## src/rtl/text_console.sv

```systemverilog
// Character-stream writer for the text-mode display: cursor, CR/LF/BS handling, wrap and row clearing.
// Build option: define TEXT_CONSOLE_CLEAR_EN to clear the whole screen after reset.
module text_console #(
    parameter int         TextCols  = 64,
    parameter int         TextRows  = 32,
    parameter logic [7:0] ClearChar = 8'h20
) (
    input  logic                                 clk,
    input  logic                                 reset,
    input  logic [7:0]                           in_data,
    input  logic                                 in_valid,
    output logic                                 in_ready,
    output logic [$clog2(TextCols*TextRows)-1:0] TEXT_A,
    output logic [7:0]                           TEXT_D,
    output logic                                 TEXT_WE,
    output logic [$clog2(TextCols)-1:0]          cursor_col,
    output logic [$clog2(TextRows)-1:0]          cursor_row
);
    localparam int AW = $clog2(TextCols * TextRows);
    localparam int CW = $clog2(TextCols);
    localparam int RW = $clog2(TextRows);
    localparam int NW = AW + 1;

    localparam logic [NW-1:0] LineCells   = NW'(TextCols);
    localparam logic [NW-1:0] ScreenCells = NW'(TextCols * TextRows);
    localparam logic [CW-1:0] LastCol     = CW'(TextCols - 1);
    localparam logic [RW-1:0] LastRow     = RW'(TextRows - 1);

    typedef enum logic [1:0] {
        S_INIT,
        S_CLEAR,
        S_IDLE,
        S_LINE_CLR
    } state_t;

    state_t        state_reg;
    logic [NW-1:0] cnt_reg;
    logic [RW-1:0] next_row;
    logic [AW-1:0] row_base;
    logic [AW-1:0] next_row_base;
    logic [AW-1:0] cur_addr;

    assign next_row      = (cursor_row == LastRow) ? '0 : cursor_row + 1'b1;
    assign row_base      = AW'(cursor_row) * AW'(TextCols);
    assign next_row_base = AW'(next_row) * AW'(TextCols);
    assign cur_addr      = row_base + AW'(cursor_col);
    assign in_ready      = (state_reg == S_IDLE);

    always_ff @(posedge clk) begin
        if (reset) begin
            state_reg  <= S_INIT;
            cnt_reg    <= '0;
            TEXT_WE    <= 1'b0;
            TEXT_A     <= '0;
            TEXT_D     <= '0;
            cursor_col <= '0;
            cursor_row <= '0;
        end else begin
            TEXT_WE <= 1'b0;
            case (state_reg)
                S_INIT: begin
`ifdef TEXT_CONSOLE_CLEAR_EN
                    TEXT_WE   <= 1'b1;
                    TEXT_A    <= '0;
                    TEXT_D    <= ClearChar;
                    cnt_reg   <= NW'(1);
                    state_reg <= S_CLEAR;
`else
                    state_reg <= S_IDLE;
`endif
                end

                // The counter runs one past the last cell so in_ready rises only
                // after the final clear write has been presented.
                S_CLEAR: begin
                    if (cnt_reg == ScreenCells) begin
                        state_reg <= S_IDLE;
                    end else begin
                        TEXT_WE <= 1'b1;
                        TEXT_A  <= AW'(cnt_reg);
                        TEXT_D  <= ClearChar;
                        cnt_reg <= cnt_reg + 1'b1;
                    end
                end

                // cursor_row already points at the incoming row here.
                S_LINE_CLR: begin
                    if (cnt_reg == LineCells) begin
                        state_reg <= S_IDLE;
                    end else begin
                        TEXT_WE <= 1'b1;
                        TEXT_A  <= row_base + AW'(cnt_reg);
                        TEXT_D  <= ClearChar;
                        cnt_reg <= cnt_reg + 1'b1;
                    end
                end

                S_IDLE: begin
                    if (in_valid) begin
                        case (in_data)
                            8'h0D: cursor_col <= '0;
                            8'h0A: begin
                                // An LF issues its first clear write right away.
                                cursor_col <= '0;
                                cursor_row <= next_row;
                                TEXT_WE    <= 1'b1;
                                TEXT_A     <= next_row_base;
                                TEXT_D     <= ClearChar;
                                cnt_reg    <= NW'(1);
                                state_reg  <= S_LINE_CLR;
                            end
                            8'h08: begin
                                if (cursor_col != '0) begin
                                    cursor_col <= cursor_col - 1'b1;
                                    TEXT_WE    <= 1'b1;
                                    TEXT_A     <= cur_addr - 1'b1;
                                    TEXT_D     <= ClearChar;
                                end
                            end
                            default: begin
                                TEXT_WE <= 1'b1;
                                TEXT_A  <= cur_addr;
                                TEXT_D  <= in_data;
                                if (cursor_col == LastCol) begin
                                    cursor_col <= '0;
                                    cursor_row <= next_row;
                                    cnt_reg    <= '0;
                                    state_reg  <= S_LINE_CLR;
                                end else begin
                                    cursor_col <= cursor_col + 1'b1;
                                end
                            end
                        endcase
                    end
                end

                default: state_reg <= S_INIT;
            endcase
        end
    end
endmodule

```

## config.mk

```make
export PLATFORM = sky130hd
export DESIGN_NAME = text_console
export DESIGN_NICKNAME = d
export VERILOG_FILES = /design/src/rtl/text_console.sv
export SDC_FILE = /design/constraint.sdc
export NUM_CORES = 1
export LEC_CHECK = 0
export CORE_ASPECT_RATIO = 1.5
export CORE_UTILIZATION = 50
export DETAILED_ROUTE_END_ITERATION = 7
export GPL_ROUTABILITY_DRIVEN = 0
export PLACE_DENSITY_LB_ADDON = 0.1
export RECOVER_POWER = 50
export SETUP_SLACK_MARGIN = 0.1
export SLEW_MARGIN = 20
export SYNTH_ARGS = -nofsm -noshare
export SYNTH_HDL_FRONTEND = slang
export SYNTH_SLANG_ARGS = --single-unit
export TNS_END_PERCENT = 30
```

## constraint.sdc

```tcl
create_clock -name clk -period 4.13 [get_ports clk]
set_input_delay 0.413 -clock clk [delete_from_list [all_inputs] [get_ports clk]]
set_output_delay 0.413 -clock clk [all_outputs]
set_load 0.05 [all_outputs]
```

=== Word level (Yosys, flattened, before mapping) ===
Index checks and enable logic that the tools add are counted.

* Logic and storage cells: 82
* Output and inout bits: 32
* Register bits: 45

* Equal/unequal tests: 20
* Add/sub/neg operators: 7
* Mux-type cells: 36
* Bitwise operators: 1
* Reduce and logical (&&, ||, !) cells: 11

{| class="wikitable"
|+ Operators with widths
! cell !! number
|-
| 11-bit case mux with 3 select lines || 2
|-
| 12-bit 2-to-1 mux || 4
|-
| 8-bit case mux with 3 select lines || 2
|-
| 11-bit 2-to-1 mux || 4
|-
| 12-bit case mux with 3 select lines || 1
|-
| 8-bit 2-to-1 mux || 4
|-
| 8-bit by 4-bit == test with 1-bit output (second input constant) || 3
|-
| 12-bit case mux with 2 select lines || 1
|-
| 2-bit inequality test (second input constant) || 8
|-
| 12-bit by 1-bit adder with 12-bit output (second input constant) || 1
|-
| 12-bit == test (second input constant) || 1
|-
| 12-bit by 7-bit == test with 1-bit output (second input constant) || 1
|-
| 6-bit 2-to-1 mux || 2
|-
| 6-bit case mux with 2 select lines || 1
|-
| 6-bit AND reduction || 2
|-
| 11-bit adder || 1
|-
| 11-bit by 6-bit adder with 11-bit output || 1
|-
| 11-bit by 1-bit subtractor with 11-bit output (second input constant) || 1
|-
| 5-bit 2-to-1 mux || 2
|-
| 5-bit case mux with 2 select lines || 1
|-
| 2-bit 2-to-1 mux || 4
|-
| 2-bit case mux with 4 select lines || 1
|-
| 6-bit by 1-bit adder with 6-bit output (second input constant) || 1
|-
| 6-bit == test (second input constant) || 1
|-
| 20 further kinds || 25
|}

=== Longest topological paths before layout ===
Gate-level depths: netlist of the first run.

* Depth in word-level cells: 6
* Depth in mapped cells: 10
* Mapped depth without buffers: 9

=== Least setup slack after synthesis of the first run ===
Ideal clock, no wire load.

* Path type: reg2reg
* From: register cursor_row[0]
* To: register TEXT_A[10]
* Setup slack: 1.318 ns
* Data arrival time: 2.694 ns
* Cell stages (with the launch flop): 10
* Path buffers: 0
* Library setup time: 0.119 ns
* Period minus slack after synthesis: 2.812 ns
* Path through: dfxtp_1 -> ha_1 -> inv_1 -> fa_1 -> nand2b_1 -> a21oi_1 -> xor2_1 -> mux2_2 -> a221o_1 -> o221a_2

* Cells in the longest elaborated chain, start to end: 6
* Elaborated cells on any way between the ends: 11
* Those cells by class: 4 x add/sub; 1 x eq/ne; 6 x mux

{| class="wikitable"
|+ RTL lines
! what !! line !! RTL
|-
| from (decl) || 17 || <nowiki>output logic [$clog2(TextRows)-1:0] cursor_row</nowiki>
|-
| from (signal assigned) || 105 || <nowiki>cursor_row <= next_row;</nowiki>
|-
| from (signal assigned) || 126 || <nowiki>cursor_row <= next_row;</nowiki>
|-
| 11-bit by 6-bit adder with 11-bit output || 46 || <nowiki>assign cur_addr = row_base + AW'(cursor_col);</nowiki>
|-
| 11-bit by 1-bit subtractor with 11-bit output || 116 || <nowiki>TEXT_A <= cur_addr - 1'b1;</nowiki>
|-
| 11-bit 2-to-1 mux || 113 || <nowiki>if (cursor_col != '0) begin</nowiki>
|-
| 11-bit case mux with 3 select lines || 100 || <nowiki>case (in_data)</nowiki>
|-
| 11-bit 2-to-1 mux || 99 || <nowiki>if (in_valid) begin</nowiki>
|-
| 11-bit case mux with 3 select lines * || 60 || <nowiki>case (state_reg)</nowiki>
|-
| to (signal assigned) || 107 || <nowiki>TEXT_A <= next_row_base;</nowiki>
|-
| to (signal assigned) || 116 ||
|-
| to (signal assigned) || 122 || <nowiki>TEXT_A <= cur_addr;</nowiki>
|-
| to (decl) || 13 || <nowiki>output logic [$clog2(TextCols*TextRows)-1:0] TEXT_A,</nowiki>
|}

Mark *: on every way between the ends. The rest lies on a longest branch, timed or not. The select of a mux whose other input is x is not followed.
A chain may end at the register's enable or synchronous reset.

=== Worst setup path in the final report of the first run ===
* From: input port in_data[5]
* To: register cursor_row[2]

* Cells in the longest elaborated chain, start to end: 4
* Elaborated cells on any way between the ends: 8
* Those cells by class: 3 x eq/ne; 1 x mux; 1 x bitwise; 3 x reduce/logical

{| class="wikitable"
|+ RTL lines
! what !! line !! RTL
|-
| from (decl) || 10 || <nowiki>input logic [7:0] in_data,</nowiki>
|-
| 8-bit by 4-bit == test with 1-bit output || 100 ||
|-
| 2-bit OR reduction (no source line) || -- ||
|-
| 1-bit inverter (no source line) || -- ||
|-
| 4-bit AND reduction (no source line) || -- ||
|}

Parallel ways exist; a longest one is shown, timed or not.

==> results_dict.tcl, run 1 <==
set metrics [dict create \
    status "finished, final reports clean" \
    max_freq_ghz 0.299 \
    netlist_instances 382 \
    grt_use_met2 0.443 \
    tns_ns 0 \
    seq_area_um2 901 \
    met3_usage 0.0403 \
    cp_num_buf_inv 1 \
    path_cells "clkdlybuf4s50_1, nor4_1, nand4b_1, a21oi_1, o21ai_0, or4b_1, a21oi_1" \
    num_vias 3009 \
    fin_crit_sh 0.811 \
    synth_cell_type_count 66 \
    htree_levels 2 \
    io_pins 43 \
    cts_root_buf "clkbuf_8" \
    p_sw_w 0.000298 \
    layout-drive-gt1-share 0.0556 \
    ir_worst_vdd_mv 0.189 \
    synthAdderAreaFrac 0.0617 \
    cts_resized 0 \
    cts_setup_buffers 0 \
    internal_power_w 0.000688 \
    cp-start-kind "input pin" \
    synth_top_family_by_area "simple AND/OR/NAND/NOR gates" \
    track_usage 0.267 \
    port_buffers 42 \
    p_clk_frac 0.346 \
    grtUsageMet1 0.330 \
    hold_violations 0 \
    synth_warnings 0 \
    synth_compound_area_frac 0.268 \
    cp.arrival_ns 3.58 \
    cp_max_fo 8 \
    top_usage_layer "met2" \
    clk_pin_slew_worst_paths_ns 0.09 \
    fill_cells 552 \
    utilization 0.604 \
    die_area_um2 6240 \
    synth_edf_count 0 \
    power_leakage_nw 1.28 \
    slew_violations 0 \
    layout_commonest_cell "dfxtp_1" \
    clock_sinks 45 \
    worst_pin_slew_ns 1.25 \
    crit_type "in2reg" \
    cp_slowest_cell "nor4_1" \
    dpl.hpwl_um 5750 \
    largest_reg_flops 12 \
    fin_crit_ns 3.35 \
    avgSynthCellArea_um2 7.75 \
    yosys.area_share.simple 0.290 \
    grt_start_max_net_pins 37 \
    ant_nets 0 \
    overflow 0 \
    cts_tree "yes" \
    area.growth.synth_to_final_pct 17.2 \
    clk_path_buf_depth 2 \
    p_comb_frac 0.189 \
    yosys-mux-area-fraction 0.0139 \
    core_um2 5740 \
    diodes 0 \
    nNetsFinal 438 \
    synth_ff_type "dfxtp_1" \
    antenna_found_initial 0 \
    power_density_nw_per_um2 284 \
    end_kind "flop" \
    cts_made_buffers 5 \
    ys_ff_latch 45 \
    pwr-share-seq 0.465 \
    first_pass_iters 4 \
    cts_hold_buffers 0 \
    relSlewSlack 0.157 \
    wl_per_cell_um 16.6 \
    sw_frac_of_total 0.302 \
    grt_setup_unrepaired "false" \
    synth_fp_nets 407 \
    vias_per_cell 6.19 \
    synth_xor_area_frac 0.00592 \
    skew_ns 0.0145 \
    ys_seq_area_frac 0.304 \
    drc 0 \
    setup_viol 0 \
    most-common-layout-cells "dfxtp_1, a21oi_1, nand2_1, dlygate4sd3_1, nor2_1" \
    start_util 0.515 \
    clk_latency_ns 0.31 \
    die_w_um 64.8 \
    grt_pass1_vias 2594 \
    multi_input_area_um2 1850 \
    max_stage_delay_ns 0.82 \
    fp-row-count 34 \
    dr.first_iter.drc_count 228 \
    crit_top_cell "a21oi_1" \
    fp.dieH_um 96.2 \
    path_delay_family "simple AND/OR/NAND/NOR gates" \
    grt_pass1_wl_um 12900 \
    async_flop_share 0 \
    min_path_type "reg2reg" \
    max_cap_viol_count 0 \
    totalWireLength_um 8050 \
    synth_area_um2 2960 \
    critical_path_required_ns 4.36 \
]
==> metrics by stage <==
step / area (µm²) / power [W] / instances / setup slack [ns] / hold WS [ns]
after floorplan: 2960 / 0.000599 / 382 / 1.32 / 0.462
after global placement: 3400 / 0.000659 / 478 / 1.15 / 0.439
after detailed placement: 3400 / 0.000659 / 478 / 1.08 / 0.443
after CTS: 3510 / 0.00100 / 486 / 1.36 / 0.455
after global routing: 3470 / 0.00103 / 486 / 0.661 / 0.479
final: 3470 / 0.000986 / 486 / 0.780 / 0.450
==> cells in the mapped netlist, types with 3 or more instances <==
master | count | share of area
inv_1 | 15 | 0.019
and3_1 | 8 | 0.017
a21oi_1 | 43 | 0.073
nor2b_1 | 7 | 0.015
nor2_1 | 29 | 0.037
mux2i_1 | 3 | 0.010
dfxtp_1 | 45 | 0.30
nand3_1 | 16 | 0.027
a31oi_1 | 10 | 0.021
ha_1 | 13 | 0.055
o21ai_0 | 23 | 0.039
nor3_1 | 17 | 0.029
o311ai_0 | 3 | 0.0089
buf_2 | 6 | 0.010
a311oi_1 | 3 | 0.0089
or4_1 | 5 | 0.013
nand4_1 | 4 | 0.0085
nand2b_1 | 3 | 0.0063
a211oi_1 | 4 | 0.010
clkbuf_1 | 13 | 0.016
o211ai_1 | 9 | 0.023
or3_1 | 10 | 0.021
nand2_1 | 43 | 0.055
==> layout make-up <==
| type | instances | area share |
|---|---|---|
| clock buffers | 6 | 0.0209 |
| clock inverters | 2 | 0.0112 |
| inverters | 15 | 0.0162 |
| multi-input cells | 299 | 0.534 |
| flip-flops and latches | 45 | 0.260 |
| well taps | 72 | 0.0260 |
| repair buffers | 47 | 0.132 |
==> final timing paths <==
| path | startpoint | to | slack (ns) | depth (start not counted) |
|---|---|---|---|---|
| worst max-delay path | in_data[5] | cursor_row[2]$_SDFFE_PP0P_ | 0.78 | 7 |
| worst min-delay path | TEXT_A[2]$_SDFFE_PP0P_ | TEXT_A[2]$_SDFFE_PP0P_ | 0.45 | 2 |
| worst max register to register | cursor_col[5]$_SDFFE_PP0P_ | TEXT_A[10]$_SDFFE_PP0P_ | 0.95 | 7 |
| worst min register to register | TEXT_A[2]$_SDFFE_PP0P_ | TEXT_A[2]$_SDFFE_PP0P_ | 0.45 | 2 |
==> worst register-to-register path, delay by kind of cell (launching register included) <==
kind | cells | cell delay (ns)
buf+inv | 1 | 0.31
simple gates | 2 | 1.38
flops | 1 | 0.40
compound gates | 4 | 1.04
==> power groups by stage <==
stage               combinational [W]  clock [W]  sequential (W)
finish                       0.000186   0.000342        0.000458
global route                 0.000199   0.000367        0.000460
CTS                          0.000191   0.000351        0.000459
detailed placement           0.000190          0        0.000469
global placement             0.000190          0        0.000469
floorplan                   0.0000934          0        0.000505
==> metal layers <==
metal | vias to the layer above | share of wire
met5 | - | 0
met4 | 0 | 0.037
met3 | 22 | 0.048
met2 | 97 | 0.51
met1 | 1409 | 0.41
li1 | 1481 | -
==> cell families (layout without fill, tap and decap cells) <==
| kind of cell | Yosys count | in the layout |
|---|---|---|
| adder cells (fa/ha/maj) | 14 | 14 |
| XOR/XNOR | 2 | 2 |
| multiplexers | 4 | 4 |
| buffers and inverters | 38 | 70 |
| AND/OR/NAND/NOR | 161 | 161 |
| AO/OA/AOI/OAI | 118 | 118 |
| flip-flops | 45 | 45 |
Power figures use the tool's default switching activity.
==> run 2: changes to the inputs <==
==> constraint.sdc (replaced) <==
create_clock -name clk -period 2.8 [get_ports clk]
set_input_delay 0.28 -clock clk [delete_from_list [all_inputs] [get_ports clk]]
set_output_delay 0.28 -clock clk [all_outputs]
set_load 0.05 [all_outputs]
==> run 2 against run 1 <==
Against the previous run:
- utilization increased by 3.3 points
- sequential share of layout area decreased by 1.3 points
- critical path type is now reg2reg
- sequential power increased by 47%
- final area increased by 5.4%
- critical endpoint is now TEXT_A[10]$_SDFFE_PP0P_
- sequential cell count unchanged
- clock power increased by 54%
- register-to-register slack got worse by 0.73 ns
==> results_dict.tcl, run 2 (synthesized netlist as in run 1, its figures left out) <==
set metrics [dict create \
    track_usage 0.283 \
    critical_path_required_ns 2.99 \
    fin_crit_sh 0.921 \
    wl_per_cell_um 16.5 \
    vias_per_cell 6.15 \
    cts_resized 0 \
    p_sw_w 0.000444 \
    fp.dieH_um 96.2 \
    htree_levels 2 \
    ir_worst_vdd_mv 0.348 \
    power_density_nw_per_um2 408 \
    fin_crit_ns 2.58 \
    cp_max_fo 2 \
    skew_ns 0.0106 \
    sw_frac_of_total 0.298 \
    seq_area_um2 903 \
    cts_made_buffers 5 \
    cts_setup_buffers 0 \
    largest_reg_flops 12 \
    dr.first_iter.drc_count 283 \
    crit_type "reg2reg" \
    cts_root_buf "clkbuf_8" \
    ff2ff_setup_slack_ns 0.22 \
    design_area_um2 3660 \
    fp-row-count 34 \
    r2r_cells 9 \
    end_kind "flop" \
    dpl.hpwl_um 6250 \
    die_w_um 64.8 \
    setup_viol 0 \
    drc 0 \
    power_leakage_nw 1.39 \
    port_buffers 42 \
    tns_ns 0 \
    most-common-layout-cells "a21oi_1, dfxtp_1, nand2_1, dlygate4sd3_1, nor2_1" \
    overflow 0 \
    start_util 0.515 \
    totalWireLength_um 8380 \
    p_clk_frac 0.353 \
    holdPathEnd "TEXT_A[3]$_SDFFE_PP0P_" \
    max_cap_viol_count 0 \
    core_um2 5740 \
    fill_cells 533 \
    hold_violations 0 \
    hold_path.startpoint "TEXT_A[3]$_SDFFE_PP0P_" \
    worst_pin_slew_ns 0.682 \
    internal_power_w 0.00105 \
    ant_nets 0 \
    status "finished, final reports clean" \
    cp.arrival_ns 2.77 \
    cts_hold_buffers 0 \
    cp-start-kind "flop" \
    area.growth.synth_to_final_pct 23.6 \
    grt_start_max_net_pins 25 \
    first_pass_iters 4 \
    pwr-share-seq 0.452 \
    grt_pass1_wl_um 13800 \
    r2r-end "TEXT_A[10]$_SDFFE_PP0P_" \
    clk_latency_ns 0.30 \
    multi_input_area_um2 1880 \
    post_dp_cell_area_um2 3560 \
    layout_commonest_cell "a21oi_1" \
    nNetsFinal 460 \
    layout-drive-gt1-share 0.115 \
    num_vias 3125 \
    finalWorstSetupSlack_ns 0.223 \
    relSlewSlack 0.540 \
    min_path_type "reg2reg" \
    grt_setup_unrepaired "false" \
    slew_violations 0 \
    diodes 0 \
    die_area_um2 6240 \
    dp_slack_ns 0.185 \
    clock_sinks 45 \
    cts_tree "yes" \
    max_freq_ghz 0.388 \
    crit-reg2reg-launch "cnt_reg[6]$_SDFFE_PP0P_" \
    io_pins 43 \
    antenna_found_initial 0 \
    grt_pass1_vias 2983 \
    p_comb_frac 0.195 \
    clk_path_buf_depth 2 \
    clk_pin_slew_worst_paths_ns 0.09 \
    whs_path_depth 2 \
]
run 2: cell types whose count changed in the layout (fill, tap and decap cells not counted), moves of 2 or more:
cell,previous run,this run
buf_4,5,26
dfxtp_1,45,43
dfxtp_2,0,2
nor4_1,4,2
nor4_4,0,2
run 2: worst max path at each step:
stage | start | to | slack, ns | depth (start not counted)
final | cnt_reg[6]$_SDFFE_PP0P_ | TEXT_A[10]$_SDFFE_PP0P_ | 0.22 | 9
after floorplan | cursor_row[0]$_SDFFE_PP0P_ | TEXT_A[10]$_SDFFE_PP0P_ | 0.23 | 9
after global placement | in_data[5] | cnt_reg[0]$_SDFFE_PP0P_ | 0.19 | 8
after global routing | cnt_reg[6]$_SDFFE_PP0P_ | TEXT_A[10]$_SDFFE_PP0P_ | 0.13 | 9
after CTS | cnt_reg[6]$_SDFFE_PP0P_ | TEXT_A[10]$_SDFFE_PP0P_ | 0.25 | 9
after detailed placement | in_data[5] | TEXT_A[9]$_SDFFE_PP0P_ | 0.19 | 8
run 2: through the flow:
stage           util  cells  total power (W)  hold slack, ns
2_1_floorplan      -    382         0.000883           0.432
3_3_place_gp   0.620    500         0.000985           0.441
3_5_place_dp   0.620    500         0.000988           0.444
4_1_cts        0.641    508          0.00151           0.456
5_1_grt        0.637    508          0.00155           0.474
6_report       0.637    508          0.00149           0.450
run 2: power groups by stage:
stage	sequential (W)	combinational [W]	clock [W]
floorplan	0.000745	0.000138	0
global placement	0.000689	0.000296	0
global route	0.000677	0.000312	0.000558
CTS	0.000675	0.000300	0.000538
finish	0.000674	0.000291	0.000527
detailed placement	0.000690	0.000298	0
run 2: layout make-up:
cell class / count / area share
Timing Repair Buffer: 69 / 0.168
Inverter: 15 / 0.0154
Clock buffer: 6 / 0.0226
Clock inverter: 2 / 0.0103
Multi-Input combinational cell: 299 / 0.513
Tap cell: 72 / 0.0246
Sequential cell: 45 / 0.247
run 2: metal layers:
metal / global-route usage / share of wire / vias up / routed length, µm
li1: - / - / 1524 / -
met1: 0.327 / 0.42 / 1462 / 3500
met2: 0.500 / 0.50 / 110 / 4190
met3: 0.0355 / 0.045 / 29 / 376
met4: 0.150 / 0.038 / 0 / 318
met5: 0 / 0 / - / 0
run 2: worst max-delay path, cell delays in order (launching register included):
cell and delay [ns]:
dfxtp_1 0.39, ha_1 0.20, inv_1 0.06, fa_1 0.38, nand2b_1 0.17, a21oi_1 0.15
xor2_1 0.23, mux2_2 0.37, a221o_1 0.29, o221a_2 0.23
